<file path="config.mk">
export PLATFORM = sky130hd
export DESIGN_NAME = phase_inc_est_flat
export DESIGN_NICKNAME = d
export VERILOG_FILES = /design/src/rtl/phase_inc_est_pkg.sv /design/src/rtl/phase_inc_est_if.sv /design/src/rtl/phase_step4.sv /design/src/rtl/phase_inc_est.sv /design/src/flat_wrapper.sv
export SDC_FILE = /design/constraint.sdc
export NUM_CORES = 2
export LEC_CHECK = 0
export ABC_AREA = 1
export CORE_ASPECT_RATIO = 0.5
export CORE_MARGIN = 3
export CORE_UTILIZATION = 48
export DETAILED_ROUTE_END_ITERATION = 8
export PLACE_DENSITY = 0.68
export SLEW_MARGIN = 20
export SYNTH_ARGS = -nofsm -noshare
export SYNTH_HDL_FRONTEND = slang
export SYNTH_HIERARCHICAL = 1
export SYNTH_SLANG_ARGS = --single-unit
</file>
<file path="constraint.sdc">
create_clock -name clk_i -period 13.2 [get_ports clk_i]
set_input_delay 1.98 -clock clk_i [delete_from_list [all_inputs] [get_ports clk_i]]
set_output_delay 1.98 -clock clk_i [all_outputs]
set_load 0.05 [all_outputs]
</file>
<file path="src/rtl/phase_inc_est_pkg.sv">
// phase_inc_est_pkg: shared phase/DSP types, FSM state and min/max helpers.
package phase_inc_est_pkg;
  localparam int PHASE_W = 32;
  localparam int SUM_W = 34;
  typedef logic signed [PHASE_W-1:0] step_t;
  typedef logic signed [SUM_W-1:0] sum_t;
  typedef enum logic {PRIME, ACCUM} state_t;
  localparam step_t STEP_MAX = {1'b0, {(PHASE_W-1){1'b1}}};
  localparam step_t STEP_MIN = {1'b1, {(PHASE_W-1){1'b0}}};
  function automatic step_t smin(step_t a, step_t b);
    return a < b ? a : b;
  endfunction
  function automatic step_t smax(step_t a, step_t b);
    return a > b ? a : b;
  endfunction
endpackage

</file>
<file path="src/rtl/phase_inc_est_if.sv">
// phase_inc_est_if: four-sample phase beat in, averaged increment estimate out.
interface phase_inc_est_if;
  logic valid_i;
  logic clear_i;
  logic [phase_inc_est_pkg::PHASE_W-1:0] phase0_i, phase1_i, phase2_i, phase3_i;
  logic [phase_inc_est_pkg::PHASE_W-1:0] p_inc_o;
  logic valid_o;
  logic lock_o;
  modport master(output valid_i, clear_i, phase0_i, phase1_i, phase2_i, phase3_i,
                 input p_inc_o, valid_o, lock_o);
  modport slave(input valid_i, clear_i, phase0_i, phase1_i, phase2_i, phase3_i,
                output p_inc_o, valid_o, lock_o);
endinterface

</file>
<file path="src/rtl/phase_step4.sv">
// phase_step4: registers the four per-sample phase steps of a beat and reduces them to sum/min/max.
module phase_step4 import phase_inc_est_pkg::*; (
  input  logic clk_i,
  input  logic rst_n_i,
  input  logic en,
  input  logic [PHASE_W-1:0] prev3,
  input  logic [PHASE_W-1:0] phase0,
  input  logic [PHASE_W-1:0] phase1,
  input  logic [PHASE_W-1:0] phase2,
  input  logic [PHASE_W-1:0] phase3,
  output sum_t sum,
  output step_t bmin,
  output step_t bmax
);
  step_t d0, d1, d2, d3;
  // modular subtraction makes phase wrap-around transparent
  always_ff @(posedge clk_i or negedge rst_n_i)
    if (!rst_n_i) begin
      d0 <= '0;
      d1 <= '0;
      d2 <= '0;
      d3 <= '0;
    end else if (en) begin
      d0 <= step_t'(phase0 - prev3);
      d1 <= step_t'(phase1 - phase0);
      d2 <= step_t'(phase2 - phase1);
      d3 <= step_t'(phase3 - phase2);
    end
  assign sum = sum_t'(d0) + sum_t'(d1) + sum_t'(d2) + sum_t'(d3);
  assign bmin = smin(smin(d0, d1), smin(d2, d3));
  assign bmax = smax(smax(d0, d1), smax(d2, d3));
endmodule

</file>
<file path="src/rtl/phase_inc_est.sv">
// phase_inc_est: averages per-sample phase steps over 2^AVG_LOG2 beats into an NCO increment estimate.
module phase_inc_est import phase_inc_est_pkg::*; #(
  parameter int AVG_LOG2 = 4,
  parameter logic [PHASE_W-1:0] TOL = 32'h0001_0000
) (
  input logic clk_i,
  input logic rst_n_i,
  phase_inc_est_if.slave bus
);
  localparam int AW = SUM_W + AVG_LOG2;
  localparam int CW = AVG_LOG2 > 0 ? AVG_LOG2 : 1;
  localparam logic [CW-1:0] LAST = CW'((1 << AVG_LOG2) - 1);
  state_t state;
  logic [CW-1:0] cnt;
  logic [PHASE_W-1:0] prev3;
  logic accept, v1, last1, fv, vout, lock;
  logic signed [AW-1:0] acc, acc_n, fa;
  step_t mn, mx, mn_n, mx_n, fmn, fmx, bmin, bmax;
  sum_t sum;
  logic [PHASE_W:0] spread;
  logic [PHASE_W-1:0] p_inc;
  assign accept = bus.valid_i && !bus.clear_i;
  phase_step4 u_step (
    .clk_i,
    .rst_n_i,
    .en(accept),
    .prev3,
    .phase0(bus.phase0_i),
    .phase1(bus.phase1_i),
    .phase2(bus.phase2_i),
    .phase3(bus.phase3_i),
    .sum,
    .bmin,
    .bmax
  );
  // S1: priming FSM and beat counter; steps are registered inside phase_step4
  always_ff @(posedge clk_i or negedge rst_n_i)
    if (!rst_n_i) begin
      state <= PRIME;
      cnt <= '0;
      prev3 <= '0;
      v1 <= 1'b0;
      last1 <= 1'b0;
    end else if (bus.clear_i) begin
      state <= PRIME;
      cnt <= '0;
      v1 <= 1'b0;
      last1 <= 1'b0;
    end else begin
      v1 <= bus.valid_i && state == ACCUM;
      last1 <= bus.valid_i && state == ACCUM && cnt == LAST;
      if (bus.valid_i) begin
        prev3 <= bus.phase3_i;
        state <= ACCUM;
        if (state == ACCUM) cnt <= cnt == LAST ? '0 : cnt + 1'b1;
      end
    end
  always_comb begin
    acc_n = acc + AW'(sum);
    mn_n = smin(mn, bmin);
    mx_n = smax(mx, bmax);
  end
  // S2: the final beat of a window lands in the f* registers so the next window starts clean
  always_ff @(posedge clk_i or negedge rst_n_i)
    if (!rst_n_i) begin
      acc <= '0;
      mn <= STEP_MAX;
      mx <= STEP_MIN;
      fa <= '0;
      fmn <= '0;
      fmx <= '0;
      fv <= 1'b0;
    end else if (bus.clear_i) begin
      acc <= '0;
      mn <= STEP_MAX;
      mx <= STEP_MIN;
      fv <= 1'b0;
    end else begin
      fv <= v1 && last1;
      if (v1 && last1) begin
        acc <= '0;
        mn <= STEP_MAX;
        mx <= STEP_MIN;
        fa <= acc_n;
        fmn <= mn_n;
        fmx <= mx_n;
      end else if (v1) begin
        acc <= acc_n;
        mn <= mn_n;
        mx <= mx_n;
      end
    end
  assign spread = {fmx[PHASE_W-1], fmx} - {fmn[PHASE_W-1], fmn};
  // S3: divide by samples per window (arithmetic shift floors toward -inf)
  always_ff @(posedge clk_i or negedge rst_n_i)
    if (!rst_n_i) begin
      vout <= 1'b0;
      p_inc <= '0;
      lock <= 1'b0;
    end else if (bus.clear_i) begin
      vout <= 1'b0;
    end else begin
      vout <= fv;
      if (fv) begin
        p_inc <= PHASE_W'(fa >>> (AVG_LOG2 + 2));
        lock <= spread <= {1'b0, TOL};
      end
    end
  assign bus.p_inc_o = p_inc;
  assign bus.valid_o = vout;
  assign bus.lock_o = lock;
endmodule

</file>
<file path="src/flat_wrapper.sv">
// flat-port wrapper written by rule: the top's interface ports become plain ports
module phase_inc_est_flat import phase_inc_est_pkg::*;
#(
  parameter int AVG_LOG2 = 4,
  parameter logic [PHASE_W-1:0] TOL = 32'h0001_0000
)
  (clk_i, rst_n_i, bus_valid_i, bus_clear_i, bus_phase0_i, bus_phase1_i, bus_phase2_i, bus_phase3_i, bus_p_inc_o, bus_valid_o, bus_lock_o);
  phase_inc_est_if bus_i ();
  input logic clk_i;
  input logic rst_n_i;
  input wire logic [$bits(bus_i.valid_i)-1:0] bus_valid_i;
  input wire logic [$bits(bus_i.clear_i)-1:0] bus_clear_i;
  input wire logic [$bits(bus_i.phase0_i)-1:0] bus_phase0_i;
  input wire logic [$bits(bus_i.phase1_i)-1:0] bus_phase1_i;
  input wire logic [$bits(bus_i.phase2_i)-1:0] bus_phase2_i;
  input wire logic [$bits(bus_i.phase3_i)-1:0] bus_phase3_i;
  output wire logic [$bits(bus_i.p_inc_o)-1:0] bus_p_inc_o;
  output wire logic [$bits(bus_i.valid_o)-1:0] bus_valid_o;
  output wire logic [$bits(bus_i.lock_o)-1:0] bus_lock_o;
  assign bus_i.valid_i = bus_valid_i;
  assign bus_i.clear_i = bus_clear_i;
  assign bus_i.phase0_i = bus_phase0_i;
  assign bus_i.phase1_i = bus_phase1_i;
  assign bus_i.phase2_i = bus_phase2_i;
  assign bus_i.phase3_i = bus_phase3_i;
  assign bus_p_inc_o = bus_i.p_inc_o;
  assign bus_valid_o = bus_i.valid_o;
  assign bus_lock_o = bus_i.lock_o;
  phase_inc_est #(.AVG_LOG2(AVG_LOG2), .TOL(TOL)) u_core (.clk_i(clk_i), .rst_n_i(rst_n_i), .bus(bus_i));
endmodule
</file>
## Yosys cells after proc, flatten, opt, wreduce, memory -nomap -nowiden

Cells that the tools add are included.

- Add/subtract/negate cells: 10
- Multiply operators: 0
- Div/mod/pow operators: 0
- Magnitude comparators: 9
- Eq/ne operators: 1
- Shifts and indexed selects: 0
- Mux-type cells: 27
- Bitwise gates (word level): 1
- Reductions and logical operators: 12

Operators with widths:

| cell | number |
|---|---|
| 2-to-1 mux 32 bit | 14 |
| > comparator 32 bit | 4 |
| < comparator 32 bit | 4 |
| subtractor 32 bit | 4 |
| 2-to-1 mux 38 bit | 3 |
| adder 38 x 34 -> 38 bit | 1 |
| adder 33 x 32 -> 34 bit | 1 |
| adder 34 x 32 -> 34 bit | 1 |
| adder 32 x 32 -> 33 bit | 1 |
| less-or-equal comparator 33 x 17 -> 1 bit, second input constant | 1 |
| subtractor 32 x 32 -> 33 bit | 1 |
| 2-to-1 mux 4 bit | 4 |
| AND reduction 2 bit | 4 |
| 2-to-1 mux 1 bit | 6 |
| adder 4 x 1 -> 4 bit, second input constant | 1 |
| equality test 4 bit, second input constant | 1 |
| logical AND 1 bit | 4 |
| nonzero test 2 bit | 2 |
| nonzero test 3 bit | 1 |
| logical NOT 1 bit | 1 |
| inverter 1 bit | 1 |

- Flip-flop bits (word level): 406
- Latch bits: 0
- Memory bits (writable): 0
- Bits in read-only memories: 0
- Input port bits: 132
- Word-level logic and storage cells: 79
- Memories: 0

## Depth between registers and ports, before layout

- Depth after elaboration: 9
- Mapped depth: 54
- Mapped depth without buffers: 51

## By module

Netlist, hierarchy kept.

By module, submodules not included:

| module | times used | cells each | area each (um2) |
|---|---|---|---|
| phase_step4 | 1 | 2788 | 19119.6 |
| phase_inc_est | 1 | 2506 | 17742.0 |

## Worst setup path before layout

No wires, ideal clock.

- Kind: reg-to-reg
- From: reg u_core.u_step.d3[31]
- To: reg u_core.fmn[3]
- Data arrival time: 5.675 ns
- Setup slack: 7.393 ns
- Stages on the path, launching flop included: 44
- Clock period less this slack: 5.807 ns
- Cell sequence: dfrtp_1 > inv_1 > ha_1 > nand2_1 > nor2_1 > nor3b_2 > nand2_1 > nand2_2 > nand2_1 > nand2_1 > clkinv_1 > clkbuf_1 > o21ai_0 > inv_1 > ha_1 > a21oi_1 > o21ai_1 > nand3_1 > [... 8 more ...] > nand2_1 > inv_1 > ha_1 > a21oi_1 > nor2_1 > a211oi_1 > nand2_1 > nand2_1 > nand2_1 > nand3_1 > nand2_1 > nand2_1 > nand2_1 > buf_2 > nand2_1 > nand2_1 > nand2_1 > o21ai_0

- Longest elaborated chain between the ends: 6

Ends and longest elaborated chain:

| item | RTL line | text |
|---|---|---|
| start: declaration | phase_step4.sv:15 | `step_t d0, d1, d2, d3;` |
| start signal: assignment | phase_step4.sv:27 | `d3 <= step_t'(phase3 - phase2);` |
| < comparator 32 bit | phase_inc_est_pkg.sv:11 | `return a < b ? a : b;` |
| 2-to-1 mux 32 bit (*) | phase_inc_est_pkg.sv:11 |  |
| < comparator 32 bit | phase_inc_est_pkg.sv:11 |  |
| 2-to-1 mux 32 bit (*) | phase_inc_est_pkg.sv:11 |  |
| via u_core.bmin[5] | phase_inc_est.sv:18 | `step_t mn, mx, mn_n, mx_n, fmn, fmx, bmin, bmax;` |
| < comparator 32 bit (*) | phase_inc_est_pkg.sv:11 |  |
| 2-to-1 mux 32 bit (*) | phase_inc_est_pkg.sv:11 |  |
| end signal: assignment | phase_inc_est.sv:85 | `fmn <= mn_n;` |
| end: declaration | phase_inc_est.sv:18 |  |

The timed path passes the listed nets; every way through them passes the cells marked *.
A chain may end at the register's enable or synchronous reset.

## Worst setup path after layout

- From: reg u_core.u_step.d3[31]
- To: reg u_core.mx[25]

- Longest elaborated chain between the ends: 9

Ends and longest elaborated chain:

| item | RTL line | text |
|---|---|---|
| > comparator 32 bit | phase_inc_est_pkg.sv:14 | `return a > b ? a : b;` |
| 2-to-1 mux 32 bit (*) | phase_inc_est_pkg.sv:14 |  |
| > comparator 32 bit | phase_inc_est_pkg.sv:14 |  |
| 2-to-1 mux 32 bit (*) | phase_inc_est_pkg.sv:14 |  |
| via u_core.bmax[23] | phase_inc_est.sv:18 |  |
| > comparator 32 bit (*) | phase_inc_est_pkg.sv:14 |  |
| 2-to-1 mux 32 bit (*) | phase_inc_est_pkg.sv:14 |  |
| 2-to-1 mux 32 bit (*) | phase_inc_est.sv:87 | `end else if (v1) begin` |
| 2-to-1 mux 32 bit (*) | phase_inc_est.sv:80 | `if (v1 && last1) begin` |
| 2-to-1 mux 32 bit (*) | phase_inc_est.sv:73 | `end else if (bus.clear_i) begin` |
| end signal: assignment | phase_inc_est.sv:90 | `mx <= mx_n;` |
| end: declaration | phase_inc_est.sv:18 |  |

The timed path passes the listed nets; every way through them passes the cells marked *. The select of a mux whose other input is x is not followed.

==> flow_summary.yaml <==
timing:
  fin_skew_ns: 0.0502
  worst_slew_pin_slew_ns: 1.18
  relSlewSlack_pct: 20.8
  hold_viol: 0
  drv_slew: 0
  fmax_mhz: 96.3
  finalCritPeriodShare_pct: 78.7
  rsz0062_at_grt: "false"
  finalSetupViolCount: 0
  period_needed_ns: 10.39
  tns_ns: 0
final_layout:
  final_design_area_no_fill_mm2: 0.0409
  nNetsFinal: 6009
  final_cell_mix: "nand2_1, inv_1, o21ai_0"
  antennaDiodeCount: 0
  area_growth_pct: 10.9
  final_common_cell: "nand2_1"
  drive_gt1_share_pct: 4.37
  fill_cells: 7470
worst_setup_path:
  critical_path_required_ns: 13.63
  r2r_start: "u_core/u_step/d3[31]"
  startpoint_type: "flop"
  timing.rr.end: "u_core/mx[25]"
  cp-end-kind: "flop"
  max_stage_delay_ns: 0.86
  cp_data_arrival_time_ns: 10.82
  path_class: "reg -> reg"
  r2r_setup_slack_ns: 2.81
  cp_common_cell: "nand2_1"
  crit_slowest_cell: "o21ai_0"
  crit_fanout: 33
  worstRegToRegCells: 37
grt:
  grt_overflow: 0
  grt_pass1_wl_um: 197000
  grtUsageTotal_pct: 31.4
  antenna_found_initial: 5
  grt_pass1_vias: 34101
  grt_max_degree: 156
synth:
  synth_area_mm2: 0.0369
  seq_area_frac_synth_pct: 27.3
  synth_top_cell_area_share_pct: 25.0
  async_reset_ff_share_pct: 100
  synthTopCellsByArea: "dfrtp_1, nand2_1, ha_1"
  ys_ff_latch: 400
  synth_edf_count: 0
  yosysWarnings: 6
  synthCells: 5294
  synth_fp_nets: 5913
  synthFlopType: "dfrtp_1"
  ys_types: 69
  syn_area_per_cell_um2: 6.96
  yosys.area.top_type: "dfrtp_1"
min_path:
  hold_depth: 2
  whs_endpoint: "u_core/prev3[20]"
  min_from: "u_core/prev3[20]"
  hold_path.class: "reg -> reg"
place:
  portBuffers: 165
  place_hpwl_um: 103000
  gp_congestion: 0.959
  place_area_mm2: 0.0394
floorplanning:
  start_util_pct: 48.8
  ioPinCount: 166
  core.rowCount: 71
  die_h_um: 202
  die-area_mm2: 0.0804
  core_area_mm2: 0.0756
  die_w_um: 398
clocking:
  ctsResizeCount: 0
  clock-sinks: 400
  clock_tree.buffer_depth: 3
  cts.clk_slew.worst_paths_ns: 0.06
  htreeDepth: 2
  cts-root-buf: "clkbuf_16"
  post_cts_buffers: 0
  numCtsBuffers: 42
  insertion_delay_ns: 0.64
  tritoncts: "yes"
  cts_hold_buf: 0
job:
  cap_violations: 0
routing:
  ant_nets: 0
  wl_per_cell_um: 19.8
  drc: 0
  drt-vias-per-instance: 5.62
  drt-pass1-iter-count: 6
  via_count: 36229
  first_iter_violations: 3772
  routed_wirelength_um: 128000
outcome:
  outcome: "completed"
final cells by class:
| cell class | count | area (µm²) | area share [%] |
|---|---|---|---|
| clock buffer | 50 | 1130 | 2.77 |
| clock inverter | 26 | 325 | 0.796 |
| inverter | 787 | 2960 | 7.23 |
| multi-input combinational | 3968 | 23300 | 56.9 |
| sequential | 400 | 10000 | 24.6 |
| tap | 1022 | 1280 | 3.13 |
| timing repair buffer | 191 | 1870 | 4.57 |
how the worst max path moves through the flow:
stage	start	endpoint	slack (ns)	cells past startpoint
2_1_floorplan	u_core/u_step/d3[31]	u_core/fmn[3]	7.39	43
3_3_place_gp	u_core/u_step/d3[31]	u_core/mx[23]	3.42	37
3_5_place_dp	u_core/u_step/d3[31]	u_core/mx[8]	3.33	37
4_1_cts	u_core/u_step/d3[31]	u_core/mx[25]	3.30	37
5_1_grt	u_core/u_step/d3[31]	u_core/mx[25]	2.59	37
6_report	u_core/u_step/d3[31]	u_core/mx[25]	2.81	37
synthesized netlist by cell type (65+ instances only):
cell type,n
nand2_1,1513
inv_1,781
o21ai_0,457
ha_1,417
dfrtp_1,368
a21oi_1,314
nand3_1,312
nor2_1,259
clkbuf_1,101
xor2_1,86
nand4_1,85
fa_1,70
xnor2_1,65
critical path: cells and delay by family, from the launching register on:
family                     cells  cell delay [ns]
AOI/OAI and AO/OA              8             2.44
adders and majority gates      3             1.14
buffers and inverters          6             1.89
DFF                            1             0.46
xor gates and xnor gates       1             0.15
and+or+nand+nor               19             4.07
registers in the layout, indices dropped and copies added, names as in the netlist, 4 cells and up:
| signal | flops |
|---|---|
| u_core/bus.p_inc_o | 32 |
| u_core/acc | 38 |
| u_core/mx | 32 |
| u_core/cnt | 4 |
| u_core/fmx | 32 |
| u_core/u_step/d1 | 32 |
| u_core/u_step/d0 | 32 |
| u_core/u_step/d2 | 32 |
| u_core/prev3 | 32 |
| u_core/u_step/d3 | 32 |
| u_core/fmn | 32 |
| u_core/mn | 32 |
| u_core/fa | 32 |
stage by stage:
stage               hold WS [ns]  utilization, %  instances  setup slack, ns
floorplan                  0.442               -       5294             7.39
global placement           0.454            52.1       6368             3.42
detailed placement         0.456            52.1       6368             3.33
CTS                        0.475            54.1       6444             3.30
global route               0.493            54.1       6444             2.59
finish                     0.469            54.1       6444             2.81
cell families (layout without fill, tap and decap cells):
kind of cell,after synthesis,count (layout),synth area share (%)
simple gates,2311,2311,26.3
compound gates,1019,1019,15.2
buf+inv,926,1054,9.70
fa+ha+maj,487,487,18.0
flops,400,400,27.3
xor+xnor,151,151,3.59
layer usage:
metal / wire [µm] / global-route usage [%] / vias to the layer above
met5: 58 / 0 / -
met4: 1990 / 4.93 / 8
met3: 11500 / 5.80 / 139
met2: 51500 / 45.1 / 1332
met1: 62600 / 49.1 / 17274
li1: - / - / 17476
Power is left out: the tool's default activity adds up to more than one toggle a clock period on the data nets, which glitch-free logic cannot reach.
